`config.mk`:
```
export PLATFORM = sky130hd
export DESIGN_NAME = kb_event_mailbox
export DESIGN_NICKNAME = d
export VERILOG_FILES = /design/src/rtl/kb_event_mailbox.sv
export SDC_FILE = /design/constraint.sdc
export NUM_CORES = 1
export LEC_CHECK = 0
export CAP_MARGIN = 0
export CELL_PAD_IN_SITES_DETAIL_PLACEMENT = 0
export CELL_PAD_IN_SITES_GLOBAL_PLACEMENT = 2
export CORE_UTILIZATION = 30
export DETAILED_ROUTE_END_ITERATION = 10
export GPL_ROUTABILITY_DRIVEN = 0
export HOLD_SLACK_MARGIN = 0.06
export PLACE_DENSITY_LB_ADDON = 0.25
export SKIP_CTS_REPAIR_TIMING = 1
export SLEW_MARGIN = 0
export SYNTH_ARGS = -nofsm -noshare
export SYNTH_HDL_FRONTEND = slang
export SYNTH_SLANG_ARGS = --single-unit
```
`constraint.sdc`:
```
create_clock -name clk -period 2.8 [get_ports clk]
set_input_delay 0.42 -clock clk [delete_from_list [all_inputs] [get_ports clk]]
set_output_delay 0.42 -clock clk [all_outputs]
set_load 0.05 [all_outputs]
```
`src/rtl/kb_event_mailbox.sv`:
```
// kb_event_mailbox: PS/2 scan-code decoder plus event FIFO behind a
// two-register CPU port.
//   clk, reset   : system clock, asynchronous active-high reset
//   kb_code      : scan-code byte, stable while kb_flag is high
//   kb_flag      : code-valid level from the PS/2 clock domain
//   rd_en, wr_en : single-cycle CPU access strobes
//   addr         : 0 = DATA, 1 = STATUS
//   wdata        : CPU write data (STATUS: bit10 clears OVF, bit11 clears PERR)
//   rdata        : registered read data
//   irq          : high while the FIFO holds at least one event
// Optional feature: define KB_MBOX_BREAK_EN to enqueue break (key release)
// events. Without it, F0 prefixes are still tracked but break events are
// dropped.
module kb_event_mailbox #(
    parameter int DEPTH = 8
) (
    input  logic        clk,
    input  logic        reset,
    input  logic [7:0]  kb_code,
    input  logic        kb_flag,
    input  logic        rd_en,
    input  logic        wr_en,
    input  logic        addr,
    input  logic [31:0] wdata,
    output logic [31:0] rdata,
    output logic        irq
);
    localparam int AW = $clog2(DEPTH);

    localparam logic [1:0] IDLE    = 2'd0;
    localparam logic [1:0] EXT     = 2'd1;
    localparam logic [1:0] BRK     = 2'd2;
    localparam logic [1:0] EXT_BRK = 2'd3;

    // Two synchronizer flops plus one history flop for edge detection.
    logic [2:0] sync_q;
    logic       rise;
    logic [7:0] byte_q;
    logic       byte_vld;

    assign rise = sync_q[1] & ~sync_q[2];

    always_ff @(posedge clk or posedge reset) begin
        if (reset) begin
            sync_q   <= 3'b000;
            byte_q   <= 8'h00;
            byte_vld <= 1'b0;
        end else begin
            sync_q   <= {sync_q[1:0], kb_flag};
            byte_vld <= rise;
            if (rise) byte_q <= kb_code;
        end
    end

    // Decoder
    logic [1:0] state, state_n;
    logic       emit, emit_ext, emit_brk, perr_set;
    logic       is_e0, is_f0;

    assign is_e0 = (byte_q == 8'hE0);
    assign is_f0 = (byte_q == 8'hF0);

    always_comb begin
        state_n  = state;
        emit     = 1'b0;
        emit_ext = 1'b0;
        emit_brk = 1'b0;
        perr_set = 1'b0;
        if (byte_vld) begin
            case (state)
                IDLE: begin
                    if (is_e0)      state_n = EXT;
                    else if (is_f0) state_n = BRK;
                    else            emit    = 1'b1;
                end
                EXT: begin
                    if (is_f0)       state_n = EXT_BRK;
                    else if (!is_e0) begin
                        emit     = 1'b1;
                        emit_ext = 1'b1;
                        state_n  = IDLE;
                    end
                end
                default: begin // BRK, EXT_BRK
                    state_n = IDLE;
                    if (is_e0 || is_f0) perr_set = 1'b1;
                    else begin
                        emit     = 1'b1;
                        emit_ext = (state == EXT_BRK);
                        emit_brk = 1'b1;
                    end
                end
            endcase
        end
    end

    logic       keep;
`ifdef KB_MBOX_BREAK_EN
    assign keep = 1'b1;
`else
    assign keep = ~emit_brk;
`endif

    logic [9:0] ev_q;
    logic       ev_vld;

    always_ff @(posedge clk or posedge reset) begin
        if (reset) begin
            state  <= IDLE;
            ev_q   <= 10'h000;
            ev_vld <= 1'b0;
        end else begin
            state  <= state_n;
            ev_vld <= emit & keep;
            if (emit) ev_q <= {emit_ext, emit_brk, byte_q};
        end
    end

    // FIFO and CPU port
    logic [9:0]    mem [DEPTH];
    logic [AW-1:0] wp, rp;
    logic [4:0]    count;
    logic          ovf, perr;
    logic          empty, full, pop, push_ok, wr_ok;

    assign empty   = (count == 5'd0);
    assign full    = (count == 5'(DEPTH));
    assign pop     = rd_en & ~addr & ~empty;
    // A pop in the same cycle frees the slot, so a full FIFO still accepts.
    assign push_ok = ev_vld & (~full | pop);
    assign wr_ok   = wr_en & ~rd_en & addr;
    assign irq     = ~empty;

    always_ff @(posedge clk) begin
        if (push_ok) mem[wp] <= ev_q;
    end

    always_ff @(posedge clk or posedge reset) begin
        if (reset) begin
            wp    <= '0;
            rp    <= '0;
            count <= 5'd0;
            ovf   <= 1'b0;
            perr  <= 1'b0;
            rdata <= 32'h0;
        end else begin
            if (push_ok) wp <= wp + 1'b1;
            if (pop)     rp <= rp + 1'b1;
            case ({push_ok, pop})
                2'b10:   count <= count + 5'd1;
                2'b01:   count <= count - 5'd1;
                default: count <= count;
            endcase
            // Setting wins over a same-cycle clear so no event loss goes unseen.
            if (ev_vld & full & ~pop)         ovf <= 1'b1;
            else if (wr_ok && wdata[10])      ovf <= 1'b0;
            if (perr_set)                     perr <= 1'b1;
            else if (wr_ok && wdata[11])      perr <= 1'b0;
            if (rd_en) begin
                if (addr)
                    rdata <= {20'h0, perr, ovf, full, empty, 3'b000, count};
                else if (!empty)
                    rdata <= {1'b1, 21'h0, mem[rp]};
                else
                    rdata <= 32'h0;
            end
        end
    end
endmodule

```
Word-level counts from Yosys, hierarchy flattened
Memory sizes are Yosys's and may differ from the RTL's.
Index checks and enable logic that the tools add are counted.
- add/sub/neg operators: 4
- multiplexer cells: 29
- reductions and logical operators: 10
- bitwise gates (word level): 17
- equality and inequality tests: 9
- operator list (kind ; number):
    2-to-1 mux 32 bit ; 2
    2-to-1 mux 1 bit ; 19
    == test 8 bit (second input constant) ; 2
    case mux 5 bit (2 select lines) ; 1
    bitwise AND 1 bit ; 9
    2-to-1 mux 2 bit ; 4
    NOT 1 bit ; 7
    adder 3 x 1 -> 3 bit (second input constant) ; 2
    inequality test 3 bit (second input constant) ; 2
    nonzero test 2 bit ; 3
    adder 5 x 1 -> 5 bit (second input constant) ; 1
    == test 5 x 4 -> 1 bit (second input constant) ; 1
    logical NOT 5 bit ; 1
    subtractor 5 x 1 -> 5 bit (second input constant) ; 1
    == test 2 x 1 -> 1 bit (second input constant) ; 2
    == test 2 bit (second input constant) ; 2
    case mux 1 bit (2 select lines) ; 2
    case mux 2 bit (2 select lines) ; 1
    AND reduction 3 bit ; 1
    logical AND 1 bit ; 2
    logical NOT 2 bit ; 1
    OR reduction 2 bit ; 1
    logical OR 1 bit ; 1
    OR 1 bit ; 1
- bits in writable memories: 80
- memories: 1
- input bits: 46
- output and inout port bits: 33
- flip-flop bits (word level): 70
- memory list (memory ; depth ; width ; rd ports ; clocked after Yosys merged registers in ; wr ports ; line ; source):
    mem ; 8 ; 10 ; 1 ; 0 ; 1 ; 120 ; logic [9:0] mem [DEPTH];

Longest topological paths before layout
Gate-level depths: netlist of the first run.
- word-level depth: 7
- mapped depth: 13
- mapped depth without buffers: 11

Worst setup path after synthesis of the first run
OpenSTA, ideal clock, no wires.
- kind: register -> register
- start point: reg count[1]
- end point: reg count[4]
- slack: -0.284 ns
- arrival: 2.949 ns
- library setup time: 0.135 ns
- path buffers: 2
- cell stages (with the launch flop): 14
- path through: dfrtp_1 > buf_2 > nor4_4 > nand2_1 > nand2b_2 > inv_2 > ha_1 > clkbuf_1 > xor2_1 > ha_1 > or2_2 > a31oi_1 > o31ai_1 > xor2_1
- cells in the longest elaborated chain, start to end: 7
- ends and longest elaborated chain (what ; line ; source):
    start, declared ; 122 ; logic [4:0] count;
    start signal, assigned ; 150 ; 2'b10: count <= count + 5'd1;
    start signal, assigned ; 151 ; 2'b01: count <= count - 5'd1;
    start signal, assigned ; 152 ; default: count <= count;
    logical NOT 5 bit (*) ; 126 ; assign empty = (count == 5'd0);
    NOT 1 bit (*) ; - ;
    via irq ; 26 ; output logic irq
    bitwise AND 1 bit (*) ; 128 ; assign pop = rd_en & ~addr & ~empty;
    via pop ; 124 ; logic empty, full, pop, push_ok, wr_ok;
    OR 1 bit ; 130 ; assign push_ok = ev_vld & (~full | pop);
    bitwise AND 1 bit ; 130 ;
    == test 2 x 1 -> 1 bit / == test 2 bit (equally long branches) ; 149 ; case ({push_ok, pop})
    case mux 5 bit (2 select lines) / nonzero test 2 bit (equally long branches) ; - ;
The timed path passes the listed nets; every way through them passes the cells marked *.
A chain may end at the register's enable or synchronous reset.

Final worst setup path of the first run
- start point: reg count[4]
- end point: out irq
- cells in the longest elaborated chain, start to end: 2
- ends and longest elaborated chain (what ; line ; source):
    logical NOT 5 bit ; 126 ;
    NOT 1 bit ; 132 ; assign irq = ~empty;
    end, declared ; 26 ;
Every way passes these cells.

==> results of run 1 <==
[final timing paths]
| check | slack, ns | to | startpoint |
|---|---|---|---|
| min in group asynchronous | 0.52 | ev_q[5]$_DFFE_PP0N_ | reset |
| worst max-delay path | 0.21 | irq | count[4]$_DFFE_PP0P_ |
| worst min register to register | 0.36 | sync_q[1]$_DFF_PP0_ | sync_q[0]$_DFF_PP0_ |
| max in group asynchronous | 1.81 | rdata[10]$_DFFE_PP0P_ | reset |
| worst max register to register | 0.25 | count[4]$_DFFE_PP0P_ | count[4]$_DFFE_PP0P_ |
| worst min-delay path | 0.36 | sync_q[1]$_DFF_PP0_ | sync_q[0]$_DFF_PP0_ |
[state kept, by name (all words and copies together), names as in the netlist, 3 cells and up]
| signal | cells |
|---|---|
| wp | 3 |
| ev_q | 10 |
| rp | 3 |
| mem | 80 |
| byte_q | 8 |
| count | 5 |
| rdata | 13 |
| sync_q | 3 |
[logic make-up after synthesis]
| group | share of synthesized area |
|---|---|
| and+or+nand+nor | 0.0546 |
| AOI/OAI and AO/OA | 0.0392 |
| xor gates and xnor gates | 0.0145 |
| adders and majority gates | 0.0138 |
| DFF | 0.678 |
| other | 0.000691 |
| muxes | 0.152 |
| buffers and inverters | 0.0475 |
[metal layers]
metal / global-route usage / share of wire
met3: 0.0381 / 0.039
met1: 0.158 / 0.46
met4: 0.0481 / 0.0097
met5: 0 / 0
met2: 0.200 / 0.49
[metrics by stage]
| stage | utilization | cells | worst slack (ns) | total power, mW |
|---|---|---|---|---|
| CTS | 0.377 | 627 | 0.182 | 6.52 |
| detailed placement | 0.346 | 595 | 0.0256 | 4.53 |
| floorplan | - | 350 | 0.00253 | 3.97 |
| global placement | 0.346 | 595 | 0.0286 | 4.50 |
| global route | 0.377 | 627 | 0.0172 | 6.78 |
| finish | 0.377 | 627 | 0.208 | 6.42 |
[cell usage in the layout, fill, tap and decap left out, drive strengths merged, types with 6 or more instances in the layout]
cell type      Yosys  layout
clkbuf             7      23
mux4              20      20
nor2              16      16
ha                 6       6
dfrtp             51      51
a21oi              8       8
nand2             12      12
buf               26      24
mux2              27      27
edfxtp            80      80
xor2               6       6
inv               12      12
conb               1      19
clkdlybuf4s50      0      29
nand3              6       6
[report_power, final]
group          internal, mW  switching (mW)  leakage (nW)  total [mW]
combinational         0.808           0.902         0.865        1.71
clock                  1.17           0.790         0.247        1.96
sequential             2.42           0.331          1.34        2.75
[area by class of cell]
| cell class | instances | area [um2] |
|---|---|---|
| inverter | 12 | 45.0 |
| sequential | 131 | 3680 |
| fill | 1645 | 10900 |
| tap | 225 | 282 |
| clock inverter | 9 | 61.3 |
| multi-input combinational | 174 | 1580 |
| clock buffer | 23 | 468 |
| timing repair buffer | 53 | 470 |
==> summary.md, run 1 <==
| Metric | Value |
|---|---|
| Outcome | `complete, no violations` |
| Class of the worst hold path | `register to register` |
| First-pass GRT wire length | `~16000 um` |
| Per-cell routed wire length | `16.6 um` |
| Avg Synthesized Cell Area | `16.3 um2` |
| Worst hold path cell count | `0` |
| Kind of start point of the critical path | `register` |
| Detail Placement HPWL | `just under 7000 um` |
| Setup total negative slack | `0 ns` |
| Ratio of cells with drive above 1 in the final layout | `0.239` |
| Num rows | `48` |
| Number of violations of the max-capacitance limit | `0` |
| Layout area overhead | `21.3%` |
| Number of sinks on the clock net | `approximately 130` |
| Crit path buf inv count | `1` |
| Number of storage elements in the synthesis netlist | `approximately 130` |
| Maximum vdd drop | `480 uV` |
| Ys Warns | `0` |
| Net total in the final layout | `between 400 and 500` |
| Category of cells accounting for the largest share of critical-path delay | `buffers and inverters` |
| Sequential area share after synthesis | `0.678` |
| Root Driver | `clkbuf_16` |
| Total count of hold-check failures in the final report | `0` |
| Cell type with the largest total area after synthesis | `edfxtp_1` |
| Insertion delay of the later-clocked pin in the worst-skew pair | `0.41 ns` |
| Reported leakage power | `between 2 and 2.5 nW` |
| Number of buffer cells added on primary ports | `29` |
| TritonCTS Buffers | `17` |
| Slew margin rel. | `0.494` |
| Detail Route Antenna Nets | `0` |
| CP Max Fanout | `6` |
| Via count of the routed design | `2834` |
| Setup repair after global routing missed its margin | `false` |
| Total I/O pin count | `79` |
| Most frequent cell after synthesis | `edfxtp_1` |
| Initial DRC count | `139` |
| Max Slew Vio Count | `0` |
| Areal power density over the cells | `976 nW/um2` |
| CTS Buffer Depth | `2` |
| Worst clock skew | `between 0.005 and 0.006 ns` |
| Vertical extent of the die | `~140 um` |
| Die span in x | `137 um` |
| Highest clock rate | `386 MHz` |
| Starting utilization of the core area | `0.311` |
| Via count of the first global-routing pass | `just under 3000` |
| Cell area after placement | `just over 6000 um2` |
| Kind of critical path | `register to primary output` |
| Ranking of synthesized cells by instance count | `edfxtp_1 (80), dfrtp_1 (51), mux2_2 (26)` |
| Global route overflow | `0` |
| WP depth | `3` |
| Critical Path Sink Type | `primary output` |
| Gate count of the mapped netlist | `332` |
| Finished layout cell area | `about 6600 um2` |
| Largest cells by area after synthesis | `edfxtp_1 (44%), dfrtp_1 (24%), mux2_2 (5.4%), mux4_2 (5.0%), mux4_1 (3.9%)` |
| Transition at the pin with the smallest max-transition slack | `0.760 ns` |
| Worst-path cell chain | `nor4_4 -> nand2_4 -> clkdlybuf4s50_1` |
| Core Region | `17500 um2` |
| Data arrival, critical path | `2.17 ns` |
| Top_reg_cell synth | `edfxtp_1` |
| Proportion of netlist area held by the largest area contributor | `0.443` |
| Count of antenna diodes in the layout | `0` |
| Routed via count divided by cell count | `4.52` |
| Count of distinct cell types in the synthesized netlist | `46` |
| Die footprint | `18600 um2` |
| Number of enable-type register cells in the synthesized netlist | `80` |
| Final critical delay including setup and external delays | `2.59 ns` |
| Required time reported for the critical path endpoint | `between 2 and 2.5 ns` |
| Longest individual stage delay on the worst path | `0.73 ns` |
| Max H-tree Level | `4` |
| Final worst-path cycle share | `0.926` |
| DRC violation count after routing | `0` |
| CTS clock-pin slew for the worst setup and hold paths | `0.05 ns` |
| Antenna violations before repair | `0` |
| Final-layout worst hold slack | `0.359 ns` |
| Wire length reported by the detailed router | `10400 um` |
| TritonCTS clock tree | `done` |
| Total global-route track usage | `0.125` |
| Detailed-routing iteration count for the pre-antenna-repair pass | `4` |
| Finish-stage setup viols | `0` |
| Largest net degree at the start of global routing | `52` |
| Netlist area before placement | `5430 um2` |
| Async set-reset flop share out of synthesis | `0.389` |
| Cell with the biggest individual delay on the critical path | `clkdlybuf4s50_1` |
| Cells on worst reg2reg path | `11` |
Note: power is estimated with default switching activity, not from simulation.
==> run 2: changes to the inputs <==
--- a/config.mk
+++ b/config.mk
@@ -8,6 +8,7 @@
 export CAP_MARGIN = 0
 export CELL_PAD_IN_SITES_DETAIL_PLACEMENT = 0
 export CELL_PAD_IN_SITES_GLOBAL_PLACEMENT = 2
+export CORE_MARGIN = 2
 export CORE_UTILIZATION = 30
 export DETAILED_ROUTE_END_ITERATION = 10
 export GPL_ROUTABILITY_DRIVEN = 0
==> run 2 against run 1 <==
Via count is 0.74% higher. Critical path depth is 1 higher. Sequential power is 2% higher. Clock power is 16% higher. Setup slack better by 0.098 ns. Non-clock buffer count stayed put. Total power is 4.8% higher. Clock-buffer cell count is 1 lower. Final cell count is 0.64% higher. Critical path type unchanged. Largest cell class unchanged. Highest routed layer unchanged.
==> summary.md, run 2 (same netlist as run 1, synthesis figures left out) <==
| Metric | Value |
|---|---|
| Outcome | `complete, no violations` |
| Number of flip-flops under the largest register name | `80 (unchanged)` |
| Class of the worst hold path | `register to register` |
| Critical Path Sink Type | `primary output` |
| Ratio of cells with drive above 1 in the final layout | `0.249 (+0.00995)` |
| Critical R2R Capture | `count[4]$_DFFE_PP0P_` |
| Kind of critical path | `register to primary output` |
| Number of buffer cells added on primary ports | `29 (unchanged)` |
| Core Region | `17800 um2 (+2.1%)` |
| Areal power density over the cells | `1010 nW/um2 (+3.2%)` |
| Detail Route Antenna Nets | `0 (unchanged)` |
| Cells on worst reg2reg path | `12 (+1)` |
| Die span in x | `139 um (+1.5%)` |
| Vertical extent of the die | `139 um (+1.5%)` |
| Detail Placement HPWL | `6730 um (-0.92%)` |
| Finished layout cell area | `6680 um2 (+1.5%)` |
| Antenna violations before repair | `0 (unchanged)` |
| Slew margin rel. | `0.452 (-0.0415)` |
| Largest net degree at the start of global routing | `52 (unchanged)` |
| Worst flop-to-flop path startpoint | `count[4]$_DFFE_PP0P_` |
| Via count of the first global-routing pass | `2991 (+3.2%)` |
| Number of violations of the max-capacitance limit | `0 (unchanged)` |
| Data arrival, critical path | `2.07 ns (-0.10 ns)` |
| Setup repair after global routing missed its margin | `false` |
| Total count of hold-check failures in the final report | `0 (unchanged)` |
| Per-cell routed wire length | `16.7 um (+0.38%)` |
| Total global-route track usage | `0.120 (-0.00502)` |
| CTS clock-pin slew for the worst setup and hold paths | `0.06 ns (about the same)` |
| Layout area overhead | `23.1%` |
| Num rows | `49 (+2.1%)` |
| Required time reported for the critical path endpoint | `2.38 ns (about the same)` |
| Insertion delay of the later-clocked pin in the worst-skew pair | `0.42 ns (about the same)` |
| Routed via count divided by cell count | `4.52 (+0.10%)` |
| Die footprint | `19200 um2 (+3.0%)` |
| Final worst-path cycle share | `0.891 (-0.0350)` |
| Max Slew Vio Count | `0 (unchanged)` |
| Finish-stage setup viols | `0 (unchanged)` |
| Sequential Area | `3680 um2 (unchanged)` |
| Launching instance or port of the critical path | `count[4]$_DFFE_PP0P_` |
| CP Max Fanout | `6 (unchanged)` |
| Worst path setup slack after routing | `0.306 ns (+0.0980 ns)` |
| Power, Total | `6.73 mW (+4.8%)` |
| Cell area after placement | `6060 um2 (about the same)` |
| Wire length reported by the detailed router | `10500 um (+1.0%)` |
| Top reg by flops | `mem` |
| TritonCTS Buffers | `17 (unchanged)` |
| Number of sinks on the clock net | `131 (unchanged)` |
| Maximum vdd drop | `578 uV (+21%)` |
| Reported leakage power | `2.52 nW (+2.5%)` |
| Setup total negative slack | `0 ns (unchanged)` |
| Worst clock skew | `0.00557 ns (-0.000383 ns)` |
| First-pass GRT wire length | `16800 um (+2.7%)` |
| Transition at the pin with the smallest max-transition slack | `0.822 ns (+0.0623 ns)` |
| Pre-CTS setup slack | `0.0381 ns (+0.0125 ns)` |
| Commonest cells after routing, fill and taps aside | `edfxtp_1 (80), dfrtp_1 (51), clkdlybuf4s50_1 (29), mux2_2 (26), buf_4 (24)` |
| Via count of the routed design | `2855 (+0.74%)` |
| Starting utilization of the core area | `0.304 (-0.00634)` |
| Placed insts | `599 (+0.67%)` |
| Kind of start point of the critical path | `register` |
| Filler Cells Inserted | `1680 (+2.1%)` |
| Multi-input gate area | `1580 um2 (unchanged)` |
| Max H-tree Level | `4 (unchanged)` |
| Post-route non-filler standard cell count | `631 (+0.64%)` |
| Global route overflow | `0 (unchanged)` |
| Highest clock rate | `401 MHz (+3.9%)` |
| CTS Buffer Depth | `2 (unchanged)` |
| Final-layout worst hold slack | `0.361 ns (+0.00267 ns)` |
| Critical Path Sink | `irq` |
| Share of the core filled with cells | `0.375 (-0.00208)` |
| Largest regs | `mem: 80 flops, rdata: 13 flops, ev_q: 10 flops` |
| Initial DRC count | `193 (+39%)` |
| Final critical delay including setup and external delays | `2.49 ns (-0.0980 ns)` |
| Net total in the final layout | `441 (unchanged)` |
| Detailed-routing iteration count for the pre-antenna-repair pass | `4 (unchanged)` |
| Count of antenna diodes in the layout | `0 (unchanged)` |
| Root Driver | `clkbuf_16` |
| Leading cell type in the layout, fill and taps excluded | `edfxtp_1` |
| TritonCTS clock tree | `done` |
| DRC violation count after routing | `0 (unchanged)` |
| Register-to-register setup slack | `0.34 ns (+0.09 ns)` |
| Total I/O pin count | `79 (unchanged)` |
-- run 2: cell types whose count changed in the layout (fill, tap and decap cells not counted) --
cell | previous run | this run
clkbuf_1 | 4 | 1
clkinv_2 | 2 | 0
clkbuf_8 | 2 | 1
clkinv_4 | 2 | 5
clkinv_1 | 1 | 0
clkbuf_16 | 17 | 20
inv_6 | 0 | 3
inv_4 | 0 | 1
bufinv_16 | 0 | 1
clkinvlp_4 | 4 | 0
-- run 2: critical path: stages (launching register included) --
cell	delay (ns)
dfrtp_1	0.42
nor4_4	0.27
buf_4	0.19
nand2_4	0.06
clkdlybuf4s50_1	0.71
-- run 2: per-layer routing --
metal / vias up / part of all wire / track usage / wire length, um
met4: 0 / 0.014 / 0.0446 / 150
met3: 12 / 0.047 / 0.0475 / 495
met5: - / 0 / 0 / 0
met2: 70 / 0.47 / 0.181 / 4960
met1: 1436 / 0.47 / 0.156 / 4940
li1: 1337 / - / - / -
-- run 2: final cells by class --
cell class,instances,share of cell area
flip-flops and latches,131,0.550
multi-input cells,174,0.236
clock buffers,22,0.0775
repair buffers,53,0.0704
well taps,229,0.0429
clock inverters,10,0.0159
inverters,12,0.00674
-- run 2: report_power, final --
part	switching, mW	internal (mW)	total (mW)
registers	0.379	2.42	2.80
clock network	0.855	1.42	2.27
logic	0.855	0.805	1.66
-- run 2: worst min-delay path by stage --
stage	depth (start not counted)	slack [ns]	end	startpoint
after floorplan	0	0.33	sync_q[1]$_DFF_PP0_	sync_q[0]$_DFF_PP0_
after global placement	0	0.34	sync_q[1]$_DFF_PP0_	sync_q[0]$_DFF_PP0_
after detailed placement	0	0.34	sync_q[1]$_DFF_PP0_	sync_q[0]$_DFF_PP0_
after CTS	0	0.36	sync_q[1]$_DFF_PP0_	sync_q[0]$_DFF_PP0_
after global routing	0	0.37	sync_q[1]$_DFF_PP0_	sync_q[0]$_DFF_PP0_
final	0	0.36	sync_q[1]$_DFF_PP0_	sync_q[0]$_DFF_PP0_
==> run 3: changes to the inputs <==
--- a/config.mk
+++ b/config.mk
@@ -8,6 +8,7 @@
 export CAP_MARGIN = 0
 export CELL_PAD_IN_SITES_DETAIL_PLACEMENT = 0
 export CELL_PAD_IN_SITES_GLOBAL_PLACEMENT = 2
+export CORE_ASPECT_RATIO = 0.7
 export CORE_MARGIN = 2
 export CORE_UTILIZATION = 30
 export DETAILED_ROUTE_END_ITERATION = 10
==> run 3 against run 2 <==
Register-to-register slack got worse by 0.05 ns. Clock-buffer cell count shrank 5. Sequential cell count unchanged. Critical path depth shrank 1. Hold slack got worse by 0.0064 ns. Fmax fell by 1.4%. Non-clock buffer count increased by 3. Global-route usage grew 0.39 points. Largest power group unchanged.
==> summary.md, run 3 (same netlist as run 1, synthesis figures left out) <==
| Metric | Value |
|---|---|
| Starting utilization of the core area | `0.304 (about the same)` |
| Insertion delay of the later-clocked pin in the worst-skew pair | `0.41 ns (about the same)` |
| Cells on worst reg2reg path | `11 (-1)` |
| Max H-tree Level | `4 (unchanged)` |
| Kind of critical path | `register to primary output` |
| Final worst-path cycle share | `0.903 (+0.0127)` |
| Net total in the final layout | `444 (+0.68%)` |
| Critical Path Sink Type | `primary output` |
| Worst clock skew | `0.0125 ns (+0.00696 ns)` |
| Per-cell routed wire length | `16.9 um (+0.95%)` |
| Antenna violations before repair | `0 (unchanged)` |
| Pre-CTS setup slack | `0.0318 ns (-0.00626 ns)` |
| Share of the core filled with cells | `0.374 (about the same)` |
| CTS clock-pin slew for the worst setup and hold paths | `0.06 ns (about the same)` |
| Register-to-register setup slack | `0.29 ns (-0.05 ns)` |
| CTS Buffer Depth | `2 (unchanged)` |
| Outcome | `complete, no violations` |
| Number of flip-flops under the largest register name | `80 (unchanged)` |
| Worst path setup slack after routing | `0.271 ns (-0.0356 ns)` |
| Reported leakage power | `2.51 nW (-0.22%)` |
| Required time reported for the critical path endpoint | `2.38 ns (about the same)` |
| Largest regs | `mem: 80 flops, rdata: 13 flops, ev_q: 10 flops` |
| Via count of the routed design | `2897 (+1.5%)` |
| Wire length reported by the detailed router | `10800 um (+2.6%)` |
| Worst-path cell chain | `nor4_4 -> nand2_4 -> clkdlybuf4s50_1` |
| Finish-stage setup viols | `0 (unchanged)` |
| Worst hold path cell count | `0 (unchanged)` |
| First-pass GRT wire length | `17000 um (+0.95%)` |
| Slew margin rel. | `0.402 (-0.0500)` |
| TritonCTS Buffers | `17 (unchanged)` |
| Number of buffer cells added on primary ports | `29 (unchanged)` |
| Cell with the biggest individual delay on the critical path | `clkdlybuf4s50_1` |
| Number of violations of the max-capacitance limit | `0 (unchanged)` |
| Areal power density over the cells | `1000 nW/um2 (-0.44%)` |
| Post-route non-filler standard cell count | `641 (+1.6%)` |
| Class of the worst hold path | `register to register` |
| Routed via count divided by cell count | `4.52 (-0.11%)` |
| Critical Path Sink | `irq` |
| Top reg by flops | `mem` |
| Number of sinks on the clock net | `131 (unchanged)` |
| Via count of the first global-routing pass | `2894 (-3.2%)` |
| Final critical delay including setup and external delays | `2.53 ns (+0.0356 ns)` |
| Global route overflow | `0 (unchanged)` |
| Longest individual stage delay on the worst path | `0.72 ns (about the same)` |
| Die span in x | `165 um (+19%)` |
| Maximum vdd drop | `423 uV (-27%)` |
| Leading cell type in the layout, fill and taps excluded | `edfxtp_1` |
| Max Slew Vio Count | `0 (unchanged)` |
| Count of antenna diodes in the layout | `0 (unchanged)` |
| Core Region | `17900 um2 (about the same)` |
| Total I/O pin count | `79 (unchanged)` |
| Root Driver | `clkbuf_16` |
| TritonCTS clock tree | `done` |
| Layout area overhead | `23.2% (about the same)` |
| Setup repair after global routing missed its margin | `false` |
| Commonest cells after routing, fill and taps aside | `edfxtp_1 (80), dfrtp_1 (51), clkdlybuf4s50_1 (29), buf_4 (27), mux2_2 (26)` |
| DRC violation count after routing | `0 (unchanged)` |
| Ratio of cells with drive above 1 in the final layout | `0.257 (+0.00803)` |
| Highest clock rate | `395 MHz (-1.4%)` |
| Launching instance or port of the critical path | `count[4]$_DFFE_PP0P_` |
| Critical R2R Capture | `count[4]$_DFFE_PP0P_` |
| Total global-route track usage | `0.124 (+0.00389)` |
| CP Max Fanout | `4 (-2)` |
| Vertical extent of the die | `117 um (-16%)` |
| Kind of start point of the critical path | `register` |
| Die footprint | `19200 um2 (about the same)` |
| Detail Placement HPWL | `7380 um (+9.7%)` |
| Num rows | `41 (-16%)` |
| Power, Total | `6.71 mW (-0.41%)` |
| Initial DRC count | `83 (-57%)` |
| Largest net degree at the start of global routing | `34 (-35%)` |
| Worst flop-to-flop path startpoint | `count[4]$_DFFE_PP0P_` |
| Placed insts | `609 (+1.7%)` |
| Total count of hold-check failures in the final report | `0 (unchanged)` |
| Detailed-routing iteration count for the pre-antenna-repair pass | `5 (+1)` |
| Data arrival, critical path | `2.11 ns (+0.04 ns)` |
| Transition at the pin with the smallest max-transition slack | `0.897 ns (+0.0751 ns)` |
| Detail Route Antenna Nets | `0 (unchanged)` |
==> run 3: cell count changes in the layout (fill, tap and decap cells not counted), sizes merged <==
cell and change:
clkbuf -5, buf +3, bufinv +1, clkinvlp +2, inv +3, clkinv -1
==> run 3: metal layers <==
layer,GRT usage,routed length (um),up-vias
met2,0.179,4770,59
li1,-,-,1352
met1,0.179,5580,1475
met3,0.0344,336,11
met5,0,0,-
met4,0.0417,128,0
==> run 3: how the worst min path moves through the flow <==
stage	end	slack [ns]	start
floorplan	sync_q[1]$_DFF_PP0_	0.33	sync_q[0]$_DFF_PP0_
global placement	sync_q[1]$_DFF_PP0_	0.35	sync_q[0]$_DFF_PP0_
detailed placement	sync_q[1]$_DFF_PP0_	0.34	sync_q[0]$_DFF_PP0_
CTS	sync_q[1]$_DFF_PP0_	0.36	sync_q[0]$_DFF_PP0_
global route	sync_q[1]$_DFF_PP0_	0.37	sync_q[0]$_DFF_PP0_
finish	sync_q[1]$_DFF_PP0_	0.35	sync_q[0]$_DFF_PP0_
==> run 3: where the power goes <==
group          switching, mW  leakage [nW]  internal, mW  total, mW
Combinational          0.870         0.880         0.822       1.69
Clock                  0.882         0.288          1.34       2.22
Sequential             0.379          1.34          2.42       2.80
Total                   2.13          2.51          4.57       6.71
==> run 3: final cells by class <==
cell class / instances / area, um2
flip-flops and latches: 131 / 3680
fillers: 1701 / 11200
clock inverters: 15 / 170
multi-input cells: 174 / 1580
well taps: 236 / 295
inverters: 12 / 45.0
clock buffers: 17 / 425
repair buffers: 56 / 493
==> run 3: stage by stage <==
step           hold slack, ns  TNS, ns  instance area [um2]
6_report                0.355        0                 6690
5_1_grt                 0.373        0                 6690
4_1_cts                 0.361        0                 6690
3_5_place_dp            0.336        0                 6090
3_3_place_gp            0.347  -0.0231                 6090
2_1_floorplan           0.331        0                 5510
==> run 3: critical path, delay by kind of cell, from the launching register on <==
family,cells,cell delay (ns)
buffers and inverters,1,0.72
AND/OR/NAND/NOR,2,0.55
flip-flops,1,0.43
